$ cat src/rtl/continuous_monitoring_system_pkg.sv
// Purpose: trace packet layout, field locations and receiver state shared by CMS transmitter and receiver.
// Latency: n/a (types and constants only).
// Backpressure: n/a.
package continuous_monitoring_system_pkg;

  localparam int RISC_V_INSTRUCTION_WIDTH            = 32;
  localparam int XLEN                                = 32;
  localparam int CLK_COUNTER_WIDTH                   = 16;
  localparam int NO_OF_PERFORMANCE_EVENTS            = 4;
  localparam int PERFORMANCE_EVENT_MOD_COUNTER_WIDTH = 8;
  localparam logic [RISC_V_INSTRUCTION_WIDTH-1:0] WFI_INSTRUCTION = 32'h1050_0073;

  // instr sits at the MSB end of the beat, counters at the LSB end
  typedef struct packed {
    logic [RISC_V_INSTRUCTION_WIDTH-1:0]                                    instr;
    logic [CLK_COUNTER_WIDTH-1:0]                                           clk_delta;
    logic [XLEN-1:0]                                                        pc;
    logic [NO_OF_PERFORMANCE_EVENTS-1:0]                                    overflow_map;
    logic [NO_OF_PERFORMANCE_EVENTS*PERFORMANCE_EVENT_MOD_COUNTER_WIDTH-1:0] counters;
  } trace_pkt_t;

  localparam int AXI_DATA_WIDTH             = $bits(trace_pkt_t);
  localparam int OVERFLOW_MAP_LOCATION      = NO_OF_PERFORMANCE_EVENTS * PERFORMANCE_EVENT_MOD_COUNTER_WIDTH;
  localparam int PC_LOCATION                = OVERFLOW_MAP_LOCATION + NO_OF_PERFORMANCE_EVENTS;
  localparam int CLK_COUNTER_DELTA_LOCATION = PC_LOCATION + XLEN;
  localparam int INSTR_LOCATION             = CLK_COUNTER_DELTA_LOCATION + CLK_COUNTER_WIDTH;

  typedef enum logic [1:0] {
    TRX_IDLE,
    TRX_STREAMING,
    TRX_ENDED
  } trace_rx_state_t;

  // counter[0] occupies the most significant slot of the counter region
  function automatic logic [PERFORMANCE_EVENT_MOD_COUNTER_WIDTH-1:0] event_counter(
    input trace_pkt_t pkt,
    input int         idx
  );
    return pkt.counters[(NO_OF_PERFORMANCE_EVENTS-1-idx)*PERFORMANCE_EVENT_MOD_COUNTER_WIDTH
                        +: PERFORMANCE_EVENT_MOD_COUNTER_WIDTH];
  endfunction

endpackage

$ cat src/rtl/axis_skid_buffer.sv
// Purpose: 2-entry skid FIFO between an AXI-Stream slave port and a valid/ready consumer.
// Latency: beat accepted at cycle N is visible on m_dat at N+1; 1 beat/clk sustained.
// Backpressure: s_rdy is a registered ~full; clear flushes both entries and drops s_rdy for a cycle.
module axis_skid_buffer #(
  parameter int DATA_WIDTH = 8
) (
  input  logic                  clk,
  input  logic                  rst_n,
  input  logic                  clear,
  input  logic                  s_vld,
  output logic                  s_rdy,
  input  logic [DATA_WIDTH-1:0] s_dat,
  output logic                  m_vld,
  input  logic                  m_rdy,
  output logic [DATA_WIDTH-1:0] m_dat
);

  logic [1:0]            cnt_q, cnt_d;
  logic [DATA_WIDTH-1:0] head_q, head_d;
  logic [DATA_WIDTH-1:0] tail_q, tail_d;
  logic                  push, pop;

  assign push  = s_vld & s_rdy;
  assign pop   = m_vld & m_rdy;
  assign m_vld = (cnt_q != 2'd0);
  assign m_dat = head_q;

  always_comb begin
    head_d = head_q;
    tail_d = tail_q;
    cnt_d  = cnt_q;
    case (cnt_q)
      2'd0: begin
        if (push) begin
          head_d = s_dat;
          cnt_d  = 2'd1;
        end
      end
      2'd1: begin
        if (push && pop) begin
          head_d = s_dat;
        end else if (push) begin
          tail_d = s_dat;
          cnt_d  = 2'd2;
        end else if (pop) begin
          cnt_d  = 2'd0;
        end
      end
      default: begin
        // s_rdy is low when full, so only a pop can happen here
        if (pop) begin
          head_d = tail_q;
          cnt_d  = 2'd1;
        end
      end
    endcase
  end

  always_ff @(posedge clk or negedge rst_n) begin
    if (!rst_n) begin
      cnt_q  <= 2'd0;
      head_q <= '0;
      tail_q <= '0;
      s_rdy  <= 1'b0;
    end else if (clear) begin
      cnt_q  <= 2'd0;
      head_q <= '0;
      tail_q <= '0;
      s_rdy  <= 1'b0;
    end else begin
      cnt_q  <= cnt_d;
      head_q <= head_d;
      tail_q <= tail_d;
      s_rdy  <= (cnt_d != 2'd2);
    end
  end

endmodule

$ cat src/rtl/trace_stream_receiver.sv
// Purpose: sink the CMS trace stream, decode fields, rebuild timestamps, count packets/frames, detect end of trace.
// Latency: beat accepted at N is decoded on out_* at N+1; outputs hold while out_valid & ~out_ready.
// Backpressure: out_ready low fills the 2-entry skid, then S_AXIS_tready drops. Option: TRACE_RX_EVENT_TOTALS_EN.
module trace_stream_receiver
  import continuous_monitoring_system_pkg::*;
#(
  parameter int TIMESTAMP_WIDTH = 64,
  parameter int TOTAL_WIDTH     = 48
) (
  input  logic                                clk,
  input  logic                                rst_n,
  input  logic                                S_AXIS_tvalid,
  output logic                                S_AXIS_tready,
  input  logic [AXI_DATA_WIDTH-1:0]           S_AXIS_tdata,
  input  logic                                S_AXIS_tlast,
  input  logic                                clear,
  output logic                                out_valid,
  input  logic                                out_ready,
  output logic [RISC_V_INSTRUCTION_WIDTH-1:0] out_instr,
  output logic [XLEN-1:0]                     out_pc,
  output logic [CLK_COUNTER_WIDTH-1:0]        out_clk_delta,
  output logic [TIMESTAMP_WIDTH-1:0]          out_timestamp,
  output logic [NO_OF_PERFORMANCE_EVENTS-1:0] out_overflow_map,
  output logic [NO_OF_PERFORMANCE_EVENTS*PERFORMANCE_EVENT_MOD_COUNTER_WIDTH-1:0] out_counters,
  output logic                                out_last,
  output logic [31:0]                         pkt_count,
  output logic [31:0]                         frame_count,
  output logic                                end_of_trace,
  output logic                                err_zero_delta
`ifdef TRACE_RX_EVENT_TOTALS_EN
  ,
  input  logic [$clog2(NO_OF_PERFORMANCE_EVENTS)-1:0] total_sel,
  output logic [TOTAL_WIDTH-1:0]                      total_value
`endif
);

  localparam int CW = PERFORMANCE_EVENT_MOD_COUNTER_WIDTH;

  logic [AXI_DATA_WIDTH:0]      buf_dat;
  trace_pkt_t                   head;
  logic                         hs;
  logic                         is_wfi_last;
  logic [TIMESTAMP_WIDTH-1:0]   ts_acc;
  logic [TIMESTAMP_WIDTH-1:0]   ts_base;
  logic [TIMESTAMP_WIDTH-1:0]   delta_ext;
  trace_rx_state_t              state_q, state_d;

  axis_skid_buffer #(
    .DATA_WIDTH(AXI_DATA_WIDTH + 1)
  ) u_skid (
    .clk   (clk),
    .rst_n (rst_n),
    .clear (clear),
    .s_vld (S_AXIS_tvalid),
    .s_rdy (S_AXIS_tready),
    .s_dat ({S_AXIS_tlast, S_AXIS_tdata}),
    .m_vld (out_valid),
    .m_rdy (out_ready),
    .m_dat (buf_dat)
  );

  assign head             = trace_pkt_t'(buf_dat[AXI_DATA_WIDTH-1:0]);
  assign out_last         = buf_dat[AXI_DATA_WIDTH];
  assign out_instr        = buf_dat[INSTR_LOCATION +: RISC_V_INSTRUCTION_WIDTH];
  assign out_clk_delta    = buf_dat[CLK_COUNTER_DELTA_LOCATION +: CLK_COUNTER_WIDTH];
  assign out_pc           = buf_dat[PC_LOCATION +: XLEN];
  assign out_overflow_map = head.overflow_map;
  assign hs               = out_valid & out_ready;
  assign is_wfi_last      = out_last & (out_instr == WFI_INSTRUCTION);
  assign end_of_trace     = (state_q == TRX_ENDED);

  always_comb begin
    out_counters = '0;
    for (int i = 0; i < NO_OF_PERFORMANCE_EVENTS; i++) begin
      out_counters[i*CW +: CW] = event_counter(head, i);
    end
  end

  // A packet leaving ENDED starts a fresh time base
  always_comb begin
    delta_ext                        = '0;
    delta_ext[CLK_COUNTER_WIDTH-1:0] = out_clk_delta;
    ts_base                          = (state_q == TRX_ENDED) ? '0 : ts_acc;
    out_timestamp                    = ts_base + delta_ext;
  end

  always_comb begin
    state_d = state_q;
    if (hs) begin
      case (state_q)
        TRX_IDLE:      state_d = TRX_STREAMING;
        TRX_STREAMING: state_d = is_wfi_last ? TRX_ENDED : TRX_STREAMING;
        TRX_ENDED:     state_d = TRX_STREAMING;
        default:       state_d = TRX_IDLE;
      endcase
    end
  end

  always_ff @(posedge clk or negedge rst_n) begin
    if (!rst_n) begin
      state_q <= TRX_IDLE;
    end else if (clear) begin
      state_q <= TRX_IDLE;
    end else begin
      state_q <= state_d;
    end
  end

  always_ff @(posedge clk or negedge rst_n) begin
    if (!rst_n) begin
      ts_acc         <= '0;
      pkt_count      <= '0;
      frame_count    <= '0;
      err_zero_delta <= 1'b0;
    end else if (clear) begin
      ts_acc         <= '0;
      pkt_count      <= '0;
      frame_count    <= '0;
      err_zero_delta <= 1'b0;
    end else if (hs) begin
      ts_acc <= out_timestamp;
      if (pkt_count != 32'hFFFF_FFFF) pkt_count <= pkt_count + 32'd1;
      if (out_last) frame_count <= frame_count + 32'd1;
      if (out_clk_delta == '0) err_zero_delta <= 1'b1;
    end
  end

`ifdef TRACE_RX_EVENT_TOTALS_EN
  logic [TOTAL_WIDTH-1:0] total_q [NO_OF_PERFORMANCE_EVENTS];
  logic [TOTAL_WIDTH-1:0] total_d [NO_OF_PERFORMANCE_EVENTS];
  logic [TOTAL_WIDTH:0]   inc     [NO_OF_PERFORMANCE_EVENTS];
  logic [TOTAL_WIDTH:0]   sum     [NO_OF_PERFORMANCE_EVENTS];

  // overflow bit is the carry out of the modulo counter, so it lands just above it
  always_comb begin
    for (int i = 0; i < NO_OF_PERFORMANCE_EVENTS; i++) begin
      inc[i]          = '0;
      inc[i][CW:0]    = {head.overflow_map[i], event_counter(head, i)};
      sum[i]          = {1'b0, total_q[i]} + inc[i];
      total_d[i]      = sum[i][TOTAL_WIDTH] ? '1 : sum[i][TOTAL_WIDTH-1:0];
    end
  end

  always_ff @(posedge clk or negedge rst_n) begin
    if (!rst_n) begin
      for (int i = 0; i < NO_OF_PERFORMANCE_EVENTS; i++) total_q[i] <= '0;
      total_value <= '0;
    end else if (clear) begin
      for (int i = 0; i < NO_OF_PERFORMANCE_EVENTS; i++) total_q[i] <= '0;
      total_value <= '0;
    end else begin
      if (hs) begin
        for (int i = 0; i < NO_OF_PERFORMANCE_EVENTS; i++) total_q[i] <= total_d[i];
      end
      total_value <= total_q[total_sel];
    end
  end
`endif

endmodule

$ cat config.mk
export PLATFORM = sky130hd
export DESIGN_NAME = trace_stream_receiver
export DESIGN_NICKNAME = d
export VERILOG_FILES = /design/src/rtl/continuous_monitoring_system_pkg.sv /design/src/rtl/axis_skid_buffer.sv /design/src/rtl/trace_stream_receiver.sv
export SDC_FILE = /design/constraint.sdc
export NUM_CORES = 1
export LEC_CHECK = 0
export CAP_MARGIN = 20
export CORE_ASPECT_RATIO = 1.75
export CORE_MARGIN = 2
export CORE_UTILIZATION = 57
export CTS_CLUSTER_SIZE = 14
export DETAILED_ROUTE_END_ITERATION = 8
export MAX_ROUTING_LAYER = met4
export PLACE_DENSITY = 0.87
export SYNTH_ARGS = -nofsm -noshare
export SYNTH_HDL_FRONTEND = slang
export SYNTH_SLANG_ARGS = --single-unit
$ cat constraint.sdc
create_clock -name clk -period 9.8 [get_ports clk]
set_input_delay 1.47 -clock clk [delete_from_list [all_inputs] [get_ports clk]]
set_output_delay 1.47 -clock clk [all_outputs]
set_load 0.005 [all_outputs]
==> flow_summary_export.csv, run 1 <==
group,metric,value,unit
timing,final-setup-viol-count,0,
yosys,synth_area,0.0194,sq mm
timing,finClkSkew,0.0154,ns
critical_path,path_max_fanout,80,
timing,fin_crit_sh,0.628,
route,drtIter0Drc,1400,
clock_network,post_cts_resized,0,
critical_path,worstPathCellList,"nand2b_2, buf_4, and2_1, ha_1, nor2_1, nor4_4, and3_1, nand3_1, xnor2_1, clkdlybuf4s50_1",
yosys,syn-instance-count,2077,
route,finalWirelength,60400,microns
timing,finalHoldViolCount,0,
critical_path,slowest_stage,"nor4_4",
timing,slew_headroom,0.299,
placement,post-dp-hpwl,40900,microns
yosys,synth_edf_count,0,
global_routing,antenna_found_initial,4,
critical_path,slowest_delay,0.71,ns
route,drtAntennaViolNets,0,
timing,max_slew.worst_pin.slew,1.05,ns
yosys,syn_avg_cell_area,9.32,sq um
yosys,synth.area.top_cells,"dfrtp_1 48%, a22o_1 5.3%, a21oi_1 4.7%",
flow_run,cap_violations,0,
critical_path,rr_worst_depth,10,
global_routing,grtUsageTotal,0.347,
critical_path,reg2reg_to,"ts_acc[58]$_DFFE_PN0P_",
die,start_util,0.576,
global_routing,grt_max_degree,235,
status,status,"finished clean",
finish,final_common_cell,"clkdlybuf4s50_1",
finish,area_growth,26.5,%
yosys,yosysUniqueCellTypes,80,
yosys,syn-num-nets,2218,
pwr,power_density,141,mW/mm^2
critical_path,cp.required,8.33,ns
timing,fmax,163,MHz
yosys,netlist.area_leader.share,0.476,
timing,finalCriticalPeriod,6.15,ns
route,avgViaCountPerCell,6.20,
critical_path,reg2reg_slack,5.74,ns
die,die_h,248,microns
die,io_pins,371,
yosys,synth-main-ff-cell,"dfrtp_1",
pwr,total_leakage_power,0.0101,uW
clock_network,path_clk_slew,0.06,ns
clock_network,cts_max_level,2,
placement,port_buffers,370,
route,routedWlPerCell,21.3,microns
finish,final_cell_mix,"368 x clkdlybuf4s50_1, 367 x dfrtp_1, 242 x nor2_1, 181 x a21oi_1, 168 x nand2_1",
finish,drive_above_1_share,0.0501,
hold_path,min_path_type,"flip-flop to flip-flop",
placement,place_congestion,0.963,
critical_path,worstSetupStartpointType,"flip-flop",
finish,postLayoutCoreUtil,0.728,
clock_network,cts_tree,"built",
clock_network,cts_buffer_depth,3,
clock_network,insertion_delay,0.54,ns
global_routing,grt_pass1_wl,94400,microns
die,die_area,0.0355,sq mm
critical_path,worstPathArrival,4.68,ns
clock_network,cts_root_buf,"clkbuf_16",
route,dr_total_vias,17600,
clock_network,cts_setup_buffers,0,
timing,final-max-slew-violation-count,0,
clock_network,cts_hold_buffers,0,
critical_path,crit_type,"flip-flop to primary output",
yosys,ys_ff_latch,368,
global_routing,grt_overflow,0,
clock_network,cts_buffers,36,
route,firstDrtPassIters,6,
die,core,0.0336,sq mm
clock_network,cts.sinks,368,
hold_path,holdPathStages,1,
die,die_w,143,microns
yosys,synthArstFlopShare,1.00,
hold_path,min_from,"u_skid.tail_q[115]$_DFFE_PN0P_",
timing,setup_tns,0,ns
yosys,ys_seq_area_frac,0.476,
critical_path,cp-end-kind,"primary output",
die,num_rows,89,
yosys,yosysTopAreaCell,"dfrtp_1",
finish,postLayoutCellArea,0.0245,sq mm
placement,place_area,0.0232,sq mm
global_routing,grt_pass1_vias,17400,
yosys,ys_warn_count,0,
route,drc,0,
pwr,ir_drop,0.146,mV
pwr,power.total,3440,uW
critical_path,rr_startpoint,"state_q[1]$_DFFE_PN0P_",
timing,rsz0062_at_grt,"no",
finish,nets,2491,
hold_path,holdPathEnd,"u_skid.tail_q[115]$_DFFE_PN0P_",
[logic make-up (layout without fill, tap and decap cells)]
family,after synthesis,count (layout),share of synthesized area
xor+xnor,103,103,0.0466
mux,6,6,0.00317
fa+ha+maj,19,19,0.0127
compound gates,567,567,0.206
simple gates,838,838,0.221
flops,368,368,0.476
buf+inv,176,472,0.0347
other cells,0,5,0
[critical path: cells and delay by family, from the launching register on]
kind / cells / cell delay (ns)
buffers and inverters: 2 / 1.22
AND/OR/NAND/NOR: 6 / 1.84
XOR/XNOR: 1 / 0.17
flip-flops: 1 / 0.42
adder cells (fa/ha/maj): 1 / 0.43
[worst max path at each step]
stage	startpoint	endpoint	slack [ns]	cells past startpoint
6_report	state_q[1]$_DFFE_PN0P_	out_timestamp[58]	3.65	10
5_1_grt	state_q[1]$_DFFE_PN0P_	out_timestamp[58]	3.30	10
4_1_cts	state_q[0]$_DFFE_PN0P_	out_timestamp[22]	3.63	13
3_5_place_dp	state_q[0]$_DFFE_PN0P_	out_timestamp[22]	4.22	13
3_3_place_gp	state_q[0]$_DFFE_PN0P_	out_timestamp[22]	4.32	13
2_1_floorplan	state_q[1]$_DFFE_PN0P_	out_timestamp[48]	4.40	17
[sequential cells by signal, summed over array words and instances, names as in the netlist]
register,count
u_skid.s_rdy,1
frame_count,32
ts_acc,64
state_q,2
pkt_count,32
u_skid.tail_q,117
u_skid.m_dat,117
u_skid.cnt_q,2
err_zero_delta,1
[power by group]
part           internal [uW]  leakage, uW  switching (uW)
combinational            198      0.00442             215
clock                    815     0.000582             605
sequential              1570      0.00505            47.0
[stage by stage]
step | instances | setup WS, ns | hold slack (ns)
5_1_grt | 2832 | 3.30 | 0.517
3_5_place_dp | 2765 | 4.22 | 0.481
4_1_cts | 2826 | 3.63 | 0.504
6_report | 2833 | 3.65 | 0.505
3_3_place_gp | 2765 | 4.32 | 0.483
2_1_floorplan | 2077 | 4.40 | 0.458
[cell type report]
class                   instances  area (sq um)
clock buffers                  52          1070
fillers                      2485          9140
flip-flops and latches        368          9210
well taps                     455           569
multi-input cells            1533          9510
repair buffers                388          3910
diodes                          5          12.5
inverters                      23          86.3
clock inverters                 9           109
[cell usage after synthesis, drive strengths merged (6+ instances only)]
master and instances:
nor3 35, a31oi 16, ha 18, a21oi 185, nand3 54, buf 22, nor2b 134, a41oi 7
and4 14, a21o 6, dfrtp 368, a211oi 122, nor4 22, and3 28, a311oi 6, nor2 245
or3 30, o211ai 10, xor2 42, a221o 8, nand2 169, or2 6, or4 7, nand4 38
clkbuf 131, a22o 118, o21ai 41, and2 32, o311ai 11, inv 23, xnor2 61
[per-layer routing]
metal | vias to the layer above | part of all wire | GRT usage
met1 | 8502 | 0.36 | 0.399
met3 | 236 | 0.073 | 0.0691
met5 | - | 0 | -
met4 | 0 | 0.069 | 0.202
met2 | 775 | 0.50 | 0.563
li1 | 8045 | - | -
Note: power is estimated with default switching activity, not from simulation.
==> run 2, diff against run 1 <==
- CORE_UTILIZATION: 57 -> 48
- PLACE_DENSITY: 0.87 -> 0.78
- clock period: 9.8 -> 5.5 ns (I/O delays scaled with it)
==> run 2 against run 1 <==
  * Combinational power is 79% higher
  * Global-route usage fell by 5.5 points
  * Final cell count increased by 1.6%
  * Utilization decreased by 11 points
  * Worst setup slack got worse by 3.4 ns
  * Register-to-register slack lost 4.1 ns
  * Clock skew is 0.0054 ns higher
  * Power up 81%
  * Largest cell class unchanged
  * Largest power group unchanged
==> flow_summary_export.csv, run 2 (synthesized netlist as in run 1, its figures left out) <==
group,metric,value,unit
clock_network,cts_buffers,37,
placement,place_congestion,0.964,
route,dr_total_vias,17400,
timing,finClkSkew,0.0209,ns
die,core,0.0399,sq mm
route,avgViaCountPerCell,6.04,
critical_path,crit_path_start,"state_q[1]$_DFFE_PN0P_",
clock_network,cts_buffer_depth,3,
route,finalWirelength,60200,microns
finish,final_cell_mix,"368 x clkdlybuf4s50_1, 367 x dfrtp_1, 242 x nor2_1, 182 x a21oi_1, 168 x nand2_1",
clock_network,cts.sinks,368,
global_routing,grt_pass1_wl,95600,microns
timing,final-max-slew-violation-count,0,
global_routing,grt_overflow,0,
route,drtIter0Drc,1344,
die,die_w,156,microns
die,die_area,0.0420,sq mm
critical_path,worstPathArrival,4.48,ns
route,drc,0,
critical_path,path_max_fanout,15,
finish,nets,2499,
finish,final_common_cell,"clkdlybuf4s50_1",
timing,fin_crit_sh,0.964,
die,num_rows,97,
pwr,total_leakage_power,0.0101,uW
route,firstDrtPassIters,8,
critical_path,crit_type,"flip-flop to primary output",
clock_network,cts_root_buf,"clkbuf_16",
finish,area_growth,27.4,%
pwr,ir_drop,0.340,mV
hold_path,min_path_type,"primary input to async pin",
critical_path,rr_startpoint,"state_q[1]$_DFFE_PN0P_",
timing,finalCriticalPeriod,5.30,ns
timing,finalHoldViolCount,0,
critical_path,slowest_delay,0.57,ns
route,routedWlPerCell,20.9,microns
critical_path,worstPathCellList,"nand2b_4, and2_1, ha_1, inv_1, fa_1, and2b_1, o211ai_1, buf_4, a2111oi_4, buf_4, o211ai_4, buf_4, a211oi_4, xnor2_1, clkdlybuf4s50_1",
die,start_util,0.485,
clock_network,cts_tree,"built",
status,status,"finished clean",
timing,max_slew.worst_pin.slew,1.07,ns
critical_path,cp.required,4.68,ns
timing,fmax,189,MHz
clock_network,cts_hold_buffers,0,
critical_path,worstSetupStartpointType,"flip-flop",
die,die_h,270,microns
timing,whs,0.230,ns
die,io_pins,371,
clock_network,path_clk_slew,0.06,ns
timing,slew_headroom,0.289,
global_routing,antenna_found_initial,4,
timing,setup_tns,0,ns
clock_network,cts_max_level,2,
route,drtAntennaViolNets,0,
placement,post-dp-hpwl,41200,microns
finish,drive_above_1_share,0.0521,
flow_run,cap_violations,0,
timing,final-setup-viol-count,0,
timing,rsz0062_at_grt,"no",
placement,port_buffers,370,
critical_path,slowest_stage,"clkdlybuf4s50_1",
critical_path,crit_path_frequent_cell,"buf_4",
critical_path,cp-end-kind,"primary output",
finish,n_fill_cell,3328,
clock_network,insertion_delay,0.54,ns
global_routing,grt_pass1_vias,17800,
pwr,power_density,252,mW/mm^2
global_routing,grt_max_degree,235,
global_routing,grtUsageTotal,0.292,
-- run 2: cell count changes in the layout (fill, tap and decap cells not counted), sizes merged --
cell	previous run	this run
buf	19	26
bufinv	2	4
clkbuf	53	52
clkinvlp	1	0
diode	5	4
-- run 2: metal layers --
metal	vias to the layer above	GRT usage	routed length, microns
li1	8056	-	-
met2	625	0.487	30800
met5	-	-	0
met1	8504	0.320	21700
met3	195	0.0545	3680
met4	0	0.181	3990
-- run 2: stage by stage --
step / instances / area [sq um] / util / worst slack, ns / power [uW]
floorplan: 2077 / 19400 / - / 0.745 / 3210
detailed placement: 2811 / 23400 / 0.585 / 0.637 / 3650
CTS: 2872 / 24600 / 0.616 / 0.0551 / 6270
global placement: 2810 / 23400 / 0.585 / 0.708 / 3640
finish: 2879 / 24700 / 0.618 / 0.198 / 6220
global route: 2879 / 24700 / 0.618 / 0.0426 / 6430
-- run 2: worst paths after layout --
| check | endpoint | slack, ns | cells past startpoint |
|---|---|---|---|
| max | out_timestamp[36] | 0.20 | 15 |
| min | u_skid.tail_q[55]$_DFFE_PN0P_ | 0.23 | 1 |
| max reg2reg | ts_acc[22]$_DFFE_PN0P_ | 1.65 | 15 |
| min reg2reg | u_skid.tail_q[13]$_DFFE_PN0P_ | 0.51 | 1 |
| max in group asynchronous | u_skid.m_dat[111]$_DFFE_PN0P_ | 4.04 | 2 |
| min in group clk | u_skid.tail_q[13]$_DFFE_PN0P_ | 0.51 | 1 |
-- run 2: repair_timing --
| action | CTS | global route |
|---|---|---|
| resized for setup | 0 | 4 |
| setup buffers | 0 | 3 |
| endpoints found under the setup margin | 0 | 8 |
-- run 2: report_power, final --
group	internal [uW]	switching, uW	leakage (uW)
registers	2790	80.1	0.00505
clock network	1510	1100	0.000599
logic	352	384	0.00445
total	4660	1560	0.0101
-- run 2: worst max-delay path: cells and delay by family, from the launching register on --
kind | cells | cell delay (ns)
buf+inv | 5 | 1.21
simple gates | 3 | 0.58
flops | 1 | 0.43
fa+ha+maj | 2 | 0.58
xor+xnor | 1 | 0.22
compound gates | 4 | 0.92
-- run 2: cell type report --
cell class                      instances  area, sq um  share of cell area
Clock buffer                           51         1040              0.0421
Inverter                               23         86.3             0.00350
Timing Repair Buffer                  395         3960               0.161
Clock inverter                         10          190             0.00771
Antenna cell                            4         10.0            0.000406
Multi-Input combinational cell       1533         9540               0.387
Tap cell                              495          619              0.0251
Sequential cell                       368         9210               0.374
